<file path="config.mk">
export PLATFORM = sky130hd
export DESIGN_NAME = matrix_frame_sequencer
export DESIGN_NICKNAME = d
export VERILOG_FILES = /design/src/rtl/matrix_frame_sequencer.sv
export SDC_FILE = /design/constraint.sdc
export NUM_CORES = 1
export LEC_CHECK = 0
export ABC_CLOCK_PERIOD_IN_PS = 4400
export CAP_MARGIN = 20
export CORE_UTILIZATION = 40
export CTS_CLUSTER_DIAMETER = 100
export DETAILED_ROUTE_END_ITERATION = 10
export GPL_TIMING_DRIVEN = 0
export SLEW_MARGIN = 30
export SYNTH_ARGS = -nofsm -noshare
export SYNTH_HDL_FRONTEND = slang
export SYNTH_SLANG_ARGS = --single-unit
</file>
<file path="constraint.sdc">
create_clock -name CLK -period 4.4 [get_ports CLK]
set_input_delay 0.66 -clock CLK [delete_from_list [all_inputs] [get_ports CLK]]
set_output_delay 0.66 -clock CLK [all_outputs]
set_load 0.02 [all_outputs]
</file>
<file path="src/rtl/matrix_frame_sequencer.sv">
// -----------------------------------------------------------------------------
// matrix_frame_sequencer
// Upstream feeder for the matrix loader. Parses a 4-nibble header (R1,C1,R2,C2)
// from a valid/ready host stream and validates the dimensions. It then buffers
// all N1+N2 operand nibbles. Once the frame is complete, it replays the frame
// gap-free: 5 header cycles (pad,R1,C1,R2,C2) with ld_ctrl=1, followed by the
// data cycles with ld_ctrl=0. An illegal header parks the block in ERR with a
// sticky err/err_code until the next start.
//
// Ports
//   CLK, RST_N          clock / asynchronous active-low reset
//   start               1-cycle pulse, honoured in IDLE and ERR only
//   in_data/in_valid    host nibble stream
//   in_ready            nibble accepted when in_valid & in_ready
//   ld_data/ld_ctrl     registered nibble + header flag to the loader
//   ld_frame            ld_data/ld_ctrl meaningful this cycle
//   done                1-cycle pulse after the last element
//   err/err_code        sticky error: 01 zero dim, 10 C1!=R2, 11 R*C>MAX_ELEMS
// -----------------------------------------------------------------------------
module matrix_frame_sequencer #(
  parameter int MAX_ELEMS = 5,
  parameter int DW        = 4
) (
  input  logic          CLK,
  input  logic          RST_N,
  input  logic          start,
  input  logic [DW-1:0] in_data,
  input  logic          in_valid,
  output logic          in_ready,
  output logic [DW-1:0] ld_data,
  output logic          ld_ctrl,
  output logic          ld_frame,
  output logic          done,
  output logic          err,
  output logic [1:0]    err_code
);

  localparam int DEPTH = 2 * MAX_ELEMS;
  localparam int PW    = $clog2(DEPTH + 1);

  localparam logic [2:0] S_IDLE   = 3'd0;
  localparam logic [2:0] S_HDR    = 3'd1;
  localparam logic [2:0] S_CHK    = 3'd2;
  localparam logic [2:0] S_FILL   = 3'd3;
  localparam logic [2:0] S_EMIT_H = 3'd4;
  localparam logic [2:0] S_EMIT_D = 3'd5;
  localparam logic [2:0] S_DONE   = 3'd6;
  localparam logic [2:0] S_ERR    = 3'd7;

  logic [2:0]    r_state;
  logic [PW-1:0] r_cnt;      // header index / emit index
  logic [PW-1:0] r_wr_ptr;   // next buffer slot in FILL
  logic [PW-1:0] r_total;    // N1+N2, latched in CHK
  logic [DW-1:0] r_r1, r_c1, r_r2, r_c2;
  logic [DW-1:0] r_ld_data;
  logic          r_ld_ctrl, r_ld_frame, r_done, r_err;
  logic [1:0]    r_err_code;
  logic [DW-1:0] r_buf [DEPTH];

  logic          w_xfer;
  logic          w_buf_we;
  logic [7:0]    w_n1, w_n2;
  logic [DW-1:0] w_hdr_nib;

  assign in_ready = (r_state == S_HDR) || (r_state == S_FILL);
  assign w_xfer   = in_valid & in_ready;
  assign w_buf_we = w_xfer && (r_state == S_FILL);

  assign w_n1 = 8'(r_r1) * 8'(r_c1);
  assign w_n2 = 8'(r_r2) * 8'(r_c2);

  // Header replay order: a zero pad nibble, then the four dims as received.
  // NOTE: every combinational output gets a default first so no path leaves it
  // unassigned, which would otherwise infer a latch.
  always_comb begin
    w_hdr_nib = '0;
    case (r_cnt)
      PW'(1):  w_hdr_nib = r_r1;
      PW'(2):  w_hdr_nib = r_c1;
      PW'(3):  w_hdr_nib = r_r2;
      PW'(4):  w_hdr_nib = r_c2;
      default: w_hdr_nib = '0;
    endcase
  end

  // The loader outputs are registered from the current state. As a result,
  // ld_frame trails EMIT_H/EMIT_D by one cycle, and done trails DONE by one.
  // NOTE: state registers use non-blocking assignments so every register
  // samples pre-edge values, independent of statement order.
  always_ff @(posedge CLK or negedge RST_N) begin
    if (!RST_N) begin
      r_state    <= S_IDLE;
      r_cnt      <= '0;
      r_wr_ptr   <= '0;
      r_total    <= '0;
      r_r1       <= '0;
      r_c1       <= '0;
      r_r2       <= '0;
      r_c2       <= '0;
      r_ld_data  <= '0;
      r_ld_ctrl  <= 1'b0;
      r_ld_frame <= 1'b0;
      r_done     <= 1'b0;
      r_err      <= 1'b0;
      r_err_code <= 2'b00;
    end else begin
      r_ld_data  <= '0;
      r_ld_ctrl  <= 1'b0;
      r_ld_frame <= 1'b0;
      r_done     <= 1'b0;
      case (r_state)
        S_IDLE, S_ERR: begin
          if (start) begin
            r_state    <= S_HDR;
            r_err      <= 1'b0;
            r_err_code <= 2'b00;
            r_cnt      <= '0;
            r_wr_ptr   <= '0;
          end
        end
        S_HDR: begin
          if (w_xfer) begin
            case (r_cnt[1:0])
              2'd0: r_r1 <= in_data;
              2'd1: r_c1 <= in_data;
              2'd2: r_r2 <= in_data;
              default: r_c2 <= in_data;
            endcase
            if (r_cnt == PW'(3)) begin
              r_state <= S_CHK;
              r_cnt   <= '0;
            end else begin
              r_cnt <= r_cnt + PW'(1);
            end
          end
        end
        S_CHK: begin
          // Priority: zero dim, then inner-dim mismatch, then size limit.
          if (r_r1 == '0 || r_c1 == '0 || r_r2 == '0 || r_c2 == '0) begin
            r_state    <= S_ERR;
            r_err      <= 1'b1;
            r_err_code <= 2'b01;
          end else if (r_c1 != r_r2) begin
            r_state    <= S_ERR;
            r_err      <= 1'b1;
            r_err_code <= 2'b10;
          end else if (w_n1 > 8'(MAX_ELEMS) || w_n2 > 8'(MAX_ELEMS)) begin
            r_state    <= S_ERR;
            r_err      <= 1'b1;
            r_err_code <= 2'b11;
          end else begin
            r_state  <= S_FILL;
            r_total  <= w_n1[PW-1:0] + w_n2[PW-1:0];
            r_wr_ptr <= '0;
          end
        end
        S_FILL: begin
          if (w_xfer) begin
            r_wr_ptr <= r_wr_ptr + PW'(1);
            if (r_wr_ptr == r_total - PW'(1)) begin
              r_state <= S_EMIT_H;
              r_cnt   <= '0;
            end
          end
        end
        S_EMIT_H: begin
          r_ld_frame <= 1'b1;
          r_ld_ctrl  <= 1'b1;
          r_ld_data  <= w_hdr_nib;
          if (r_cnt == PW'(4)) begin
            r_state <= S_EMIT_D;
            r_cnt   <= '0;
          end else begin
            r_cnt <= r_cnt + PW'(1);
          end
        end
        S_EMIT_D: begin
          r_ld_frame <= 1'b1;
          r_ld_data  <= r_buf[r_cnt];
          if (r_cnt == r_total - PW'(1)) begin
            r_state <= S_DONE;
          end else begin
            r_cnt <= r_cnt + PW'(1);
          end
        end
        S_DONE: begin
          r_done  <= 1'b1;
          r_state <= S_IDLE;
        end
        default: r_state <= S_IDLE;
      endcase
    end
  end

  // NOTE: the operand buffer is deliberately left out of reset. Every slot is
  // written in FILL before EMIT_D reads it, so reset would only add cost.
  always_ff @(posedge CLK) begin
    if (w_buf_we) r_buf[r_wr_ptr] <= in_data;
  end

  assign ld_data  = r_ld_data;
  assign ld_ctrl  = r_ld_ctrl;
  assign ld_frame = r_ld_frame;
  assign done     = r_done;
  assign err      = r_err;
  assign err_code = r_err_code;

endmodule
</file>
# == After elaboration in Yosys (flattened, before gate mapping) ==
# Memories as Yosys holds them, arrays and structs flattened.
# Index checks and enable logic that the tools add are counted.
# word_totals
register_bits,41
latch_bits,0
mem_bits_ro,0
out_inout_bits,11
n_memories,1
ram_bits,40
inputBits,8
# op_classes
n_mux,41
n_lt_le_gt_ge,2
bitwise_logic,5
n_reduce_logical,27
div_mod_pow,0
eq_ne,28
addsub,4
multipliers,2
n_shift,0
# memory_table
memory,words,word_bits,rd,rd_clocked_by_memory_dff,write_ports,line_no,source
r_buf,10,4,1,0,1,58,logic [DW-1:0] r_buf [DEPTH];
# op_table
operator,count
$mux W4,11
$mux W3,10
$pmux W3 S7,1
$pmux W4 S5,1
$ne A2 B2 Y1 const B,9
$gt A8 B3 Y1 const B,2
$logic_not A4 Y1,4
$mul A4 B4 Y8,2
$pmux W4 S4,1
$reduce_and A3 Y1,5
$eq A3 B3 Y1 const B,4
$pmux W4 S3,1
$reduce_and A6 Y1,2
$mux W1,9
$add A4 B1 Y4 const B,2
$eq A4 B2 Y1 const B,2
$eq A4 B4 Y1,2
$mux W2,4
$pmux W4 S2,1
$reduce_and A7 Y1,1
$eq A3 B2 Y1 const B,2
$logic_or A1 B1 Y1,5
$reduce_bool A5 Y1,1
$add A4 B4 Y4,1
other kinds (21),26

# == Logic depth before layout (Yosys ltp) ==
# depth
word_depth,7
mapped_depth,13
depth_no_buf,12

# == Worst setup path after synthesis ==
# Ideal clock, no wire load.
# synth_timing
path_kind,register -> register
startpoint,register r_c1[3]
endpoint,register r_total[0]
setup_ps,125
arrival_time_ps,3682
stages_incl_launch_ff,11
slack_ps,594
cell_sequence,dfrtp_1 -> nand2_1 -> fa_1 -> fa_1 -> fa_1 -> nand4_1 -> or3_1 -> or4_1 -> buf_2 -> nor3_4 -> mux2_2
# synth_between
elab_chain_cells,6
# synth_rtl
element,line_no,source
from (decl),54,"logic [DW-1:0] r_r1, r_c1, r_r2, r_c2;"
from (signal assigned),125,2'd1: r_c1 <= in_data;
"parallel branches: the longest is 5 deep, another holds $mul A4 B4 Y8",--,
$reduce_and A4 Y1 (no source line) (*),--,
to (signal assigned),153,r_total <= w_n1[PW-1:0] + w_n2[PW-1:0];
to (decl),53,logic [PW-1:0] r_total;
# Every way passes the cells marked *.
# A chain may end at the register's enable or synchronous reset.

# == Worst setup path in the final report ==
# layout_timing
startpoint,register r_r2[0]
endpoint,register r_total[0]
# layout_between
elab_chain_cells,5
# layout_rtl
element,line_no,source
from (decl),54,
from (signal assigned),126,2'd2: r_r2 <= in_data;
$mul A4 B4 Y8 or $logic_not A4 Y1 (tied branches),"70, 139",
$gt A8 B3 Y1 or $logic_or A1 B1 Y1 (tied branches),"147, 139",
"$logic_or A1 B1 Y1, on equally long branches","147, 139",
$not A1 Y1 (no source line),--,
$reduce_and A4 Y1 (no source line),--,
# Parallel ways exist; a longest one is shown, timed or not.

==> summary.md <==
| Metric | Value |
|---|---|
| HP Class | input port to asynchronous set/reset pin |
| Area grow syn2layout | 13.7% |
| Leakage | 2.28 nW |
| Port bufs | 18 |
| Clock transition at path regs | 60 ps |
| Mean post-synth cell area | 11.3 sq um |
| Async set-reset flop share out of synthesis | 50.6% |
| Combinational share of power | 53.9% |
| Critical Path Sink Type | flop |
| Final Max Tran Viols | 0 |
| Synthesis warning total | 0 |
| Vias in the first global route | 3487 |
| WS Path Type | flop to flop |
| Post-synthesis cell count | 442 |
| Netlist area before placement | 5000 sq um |
| Worst EP arrival | 4320 ps |
| Worst Setup Start Kind | flop |
| Max Cap Viol | 0 |
| Per-cell routed wire length | 17.0 um |
| CP peak stage delay | 620 ps |
| Number of synthesized flops with an enable pin | 40 |
| RSZ-0062 raised after global routing | no |
| Worst slew pin tran | 693 ps |
| Top Ports | 19 |
| Most frequent cells in the layout | 41 x dfrtp_1, 40 x edfxtp_1, 36 x ha_1, 31 x nand2_1, 29 x and2_1 |
| Crit-path cells | nand2_1, fa_1, fa_1, fa_1, nand4_1, or3_1, or4_1, buf_2, nor3_4, mux2_2 |
| Prevailing post-synth register cell | dfrtp_1 |
| Pint | 2.33 mW |
| Slowest-stage cell, CP | fa_1 |
| Cts hold-fix bufs | 0 |
| # setup viols final | 0 |
| Min cycle time layout | 4100 ps |
| F_max | 0.244 GHz |
| Layout cell share with drive strength beyond 1 | 14.0% |
| Sequential group share of total power | 28.8% |
| Via count | 3461 |
| DR pass1 iterations | 4 |
| TritonCTS clock tree | done |
| Non-Filler Instances | 645 |
| Diode count | 0 |
| ANT nets after route | 0 |
| Crit share post-route | 93.2% |
| Clk network pwr share | 17.2% |
| Area of the core | 12100 sq um |
| Worst r2r src | r_r2[0] |
| Std-Cell Rows | 40 |
| Net Switching | 1.74 mW |
| Initial antenna violation count | 0 |
| First-pass GRT wire length | 18200 um |
| Pwr dens | 715 nW/um^2 |
| Sequential-to-total area share from yosys stat | 44.5% |
| CP required | 4620 ps |
| Max Clock Skew | 6.62 ps |
| Root cell of the clock tree | clkbuf_16 |
| DR DRC count | 0 |
| Total congestion overflow | 0 |
| Fill count | 1127 |
| GPL Wtd Cong | 0.857 |
| Most common cell after layout, fill and taps aside | dfrtp_1 |
| Largest reg by FF count | r_buf |
| Most used cell, CP | fa_1 |
| Final wirelength | 11000 um |
| Number of flip-flops in the largest register | 40 |
| Max-slew headroom | 53.7% |
| DR vias/cell | 5.37 |
| Cts bufs inserted | 9 |
| Largest net degree at the start of global routing | 30 |
| Die area | 13000 sq um |
| Switching Share | 42.7% |
| Crit path max fanout | 8 |
| Total track usage | 18.4% |
| DRT iter0 DRCs | 218 |
| Initial core utilization | 41.3% |
| Die W | 114 um |
| Synth Net Count | 495 |
| Crit. Startpoint | r_r2[0] |
| Buf/Inv on CP | 1 |
| Seq cells post-synth | 81 |
| Peak supply drop | 0.218 mV |
| Hpwl dp | 8210 um |
| Count of cell types in the netlist | 58 |
| Worst-skew pair later-pin latency | 340 ps |
| Crit-path leading delay family | adder cells |
| Nets | 525 |
| CTS Buffer Depth | 2 |
| Total negative slack | 0 ps |
| Final hold vios | 0 |
| Die height | 114 um |
| Status | finished, final reports clean |
| Clock Sinks | 81 |
| Placed Instances | 629 |
| H-tree levels | 3 |
[synth_stat cells (3+ instances only)]
master     number  area [sq um]
mux2i_1         7          70.1
nand2b_1        5          31.3
a21oi_1        12          60.1
buf_2           3          15.0
a211oi_1        3          22.5
nand3_1         6          30.0
nor4_1          5          31.3
or2_2           3          18.8
o21ai_0        20           100
nor3b_1         5          37.5
nor2_1         21          78.8
xnor2_1         9          78.8
inv_1          27           101
nor2b_1         4          25.0
and2_1         29           181
and3_1          3          18.8
a222oi_1        4          40.0
dfrtp_1        41          1030
and2_2          4          30.0
a2bb2oi_1       4          35.0
clkbuf_1        9          33.8
o31ai_1         4          30.0
o22ai_1         6          37.5
edfxtp_1       40          1200
fa_1            9           180
mux4_2          8           180
mux2_2         24           270
xor2_1         12           105
nor3_1          9          45.0
nand2_1        31           116
ha_1           36           450
a21boi_0        4          30.0
[through the flow]
stage          power [mW]  setup WS, ps  hold slack (ps)  cell area [sq um]  utilization (%)
2_1_floorplan        2.75           594              364               5000                -
3_3_place_gp         3.33           279              548               5390             44.5
3_5_place_dp         3.36           263              560               5410             44.6
4_1_cts              4.08           232              220               5690             46.9
5_1_grt              4.40          81.5              228               5690             47.0
6_report             4.06           300              213               5690             47.0
[logic make-up (layout without fill, tap and decap cells)]
| kind of cell | after synthesis | in the layout | share of synthesized area, % |
|---|---|---|---|
| mux | 39 | 39 | 10.4 |
| compound gates | 72 | 72 | 9.61 |
| flops | 81 | 81 | 44.5 |
| xor+xnor | 21 | 21 | 3.68 |
| simple gates | 143 | 143 | 16.0 |
| fa+ha+maj | 45 | 45 | 12.6 |
| buf+inv | 41 | 76 | 3.15 |
[power by group through the flow]
stage / registers, mW / clock network [mW] / logic [mW]
2_1_floorplan: 1.13 / 0 / 1.62
3_3_place_gp: 1.19 / 0 / 2.15
3_5_place_dp: 1.19 / 0 / 2.18
4_1_cts: 1.17 / 0.713 / 2.20
5_1_grt: 1.20 / 0.745 / 2.45
6_report: 1.17 / 0.701 / 2.19
[path summary, 6_finish.rpt]
check	depth (start not counted)	slack, ps	endpoint
setup / recovery	10	300	r_total[0]
hold / removal	1	210	err_code[0]
setup reg to reg	10	300	r_total[0]
hold reg to reg	2	570	r_total[1]
max in group asynchronous	2	3730	r_c2[0]
min in group CLK	2	570	r_total[1]
[what timing repair did]
action / in CTS / in global routing
setup buffers: 0 / 0
resized for setup: 0 / 1
hold endpoints to repair: 0 / 0
setup endpoints to repair: 0 / 3
[cell type report]
class                           count  area [sq um]  area share (%)
Multi-Input combinational cell    320          2620            46.0
Sequential cell                    81          2230            39.2
Clock buffer                        9           225            3.96
Tap cell                          168           210            3.70
Timing Repair Buffer               19           195            3.43
Inverter                           27           101            1.78
Buffer                             14          56.3           0.990
Clock inverter                      7          53.8           0.946
[layer usage]
metal | global-route usage (%) | share of wire [%]
met1 | 24.6 | 46
met3 | 3.61 | 4.1
met2 | 30.5 | 48
met4 | 5.54 | 1.3
met5 | 0 | 0
No activity file was read; power rests on OpenSTA's default activity.
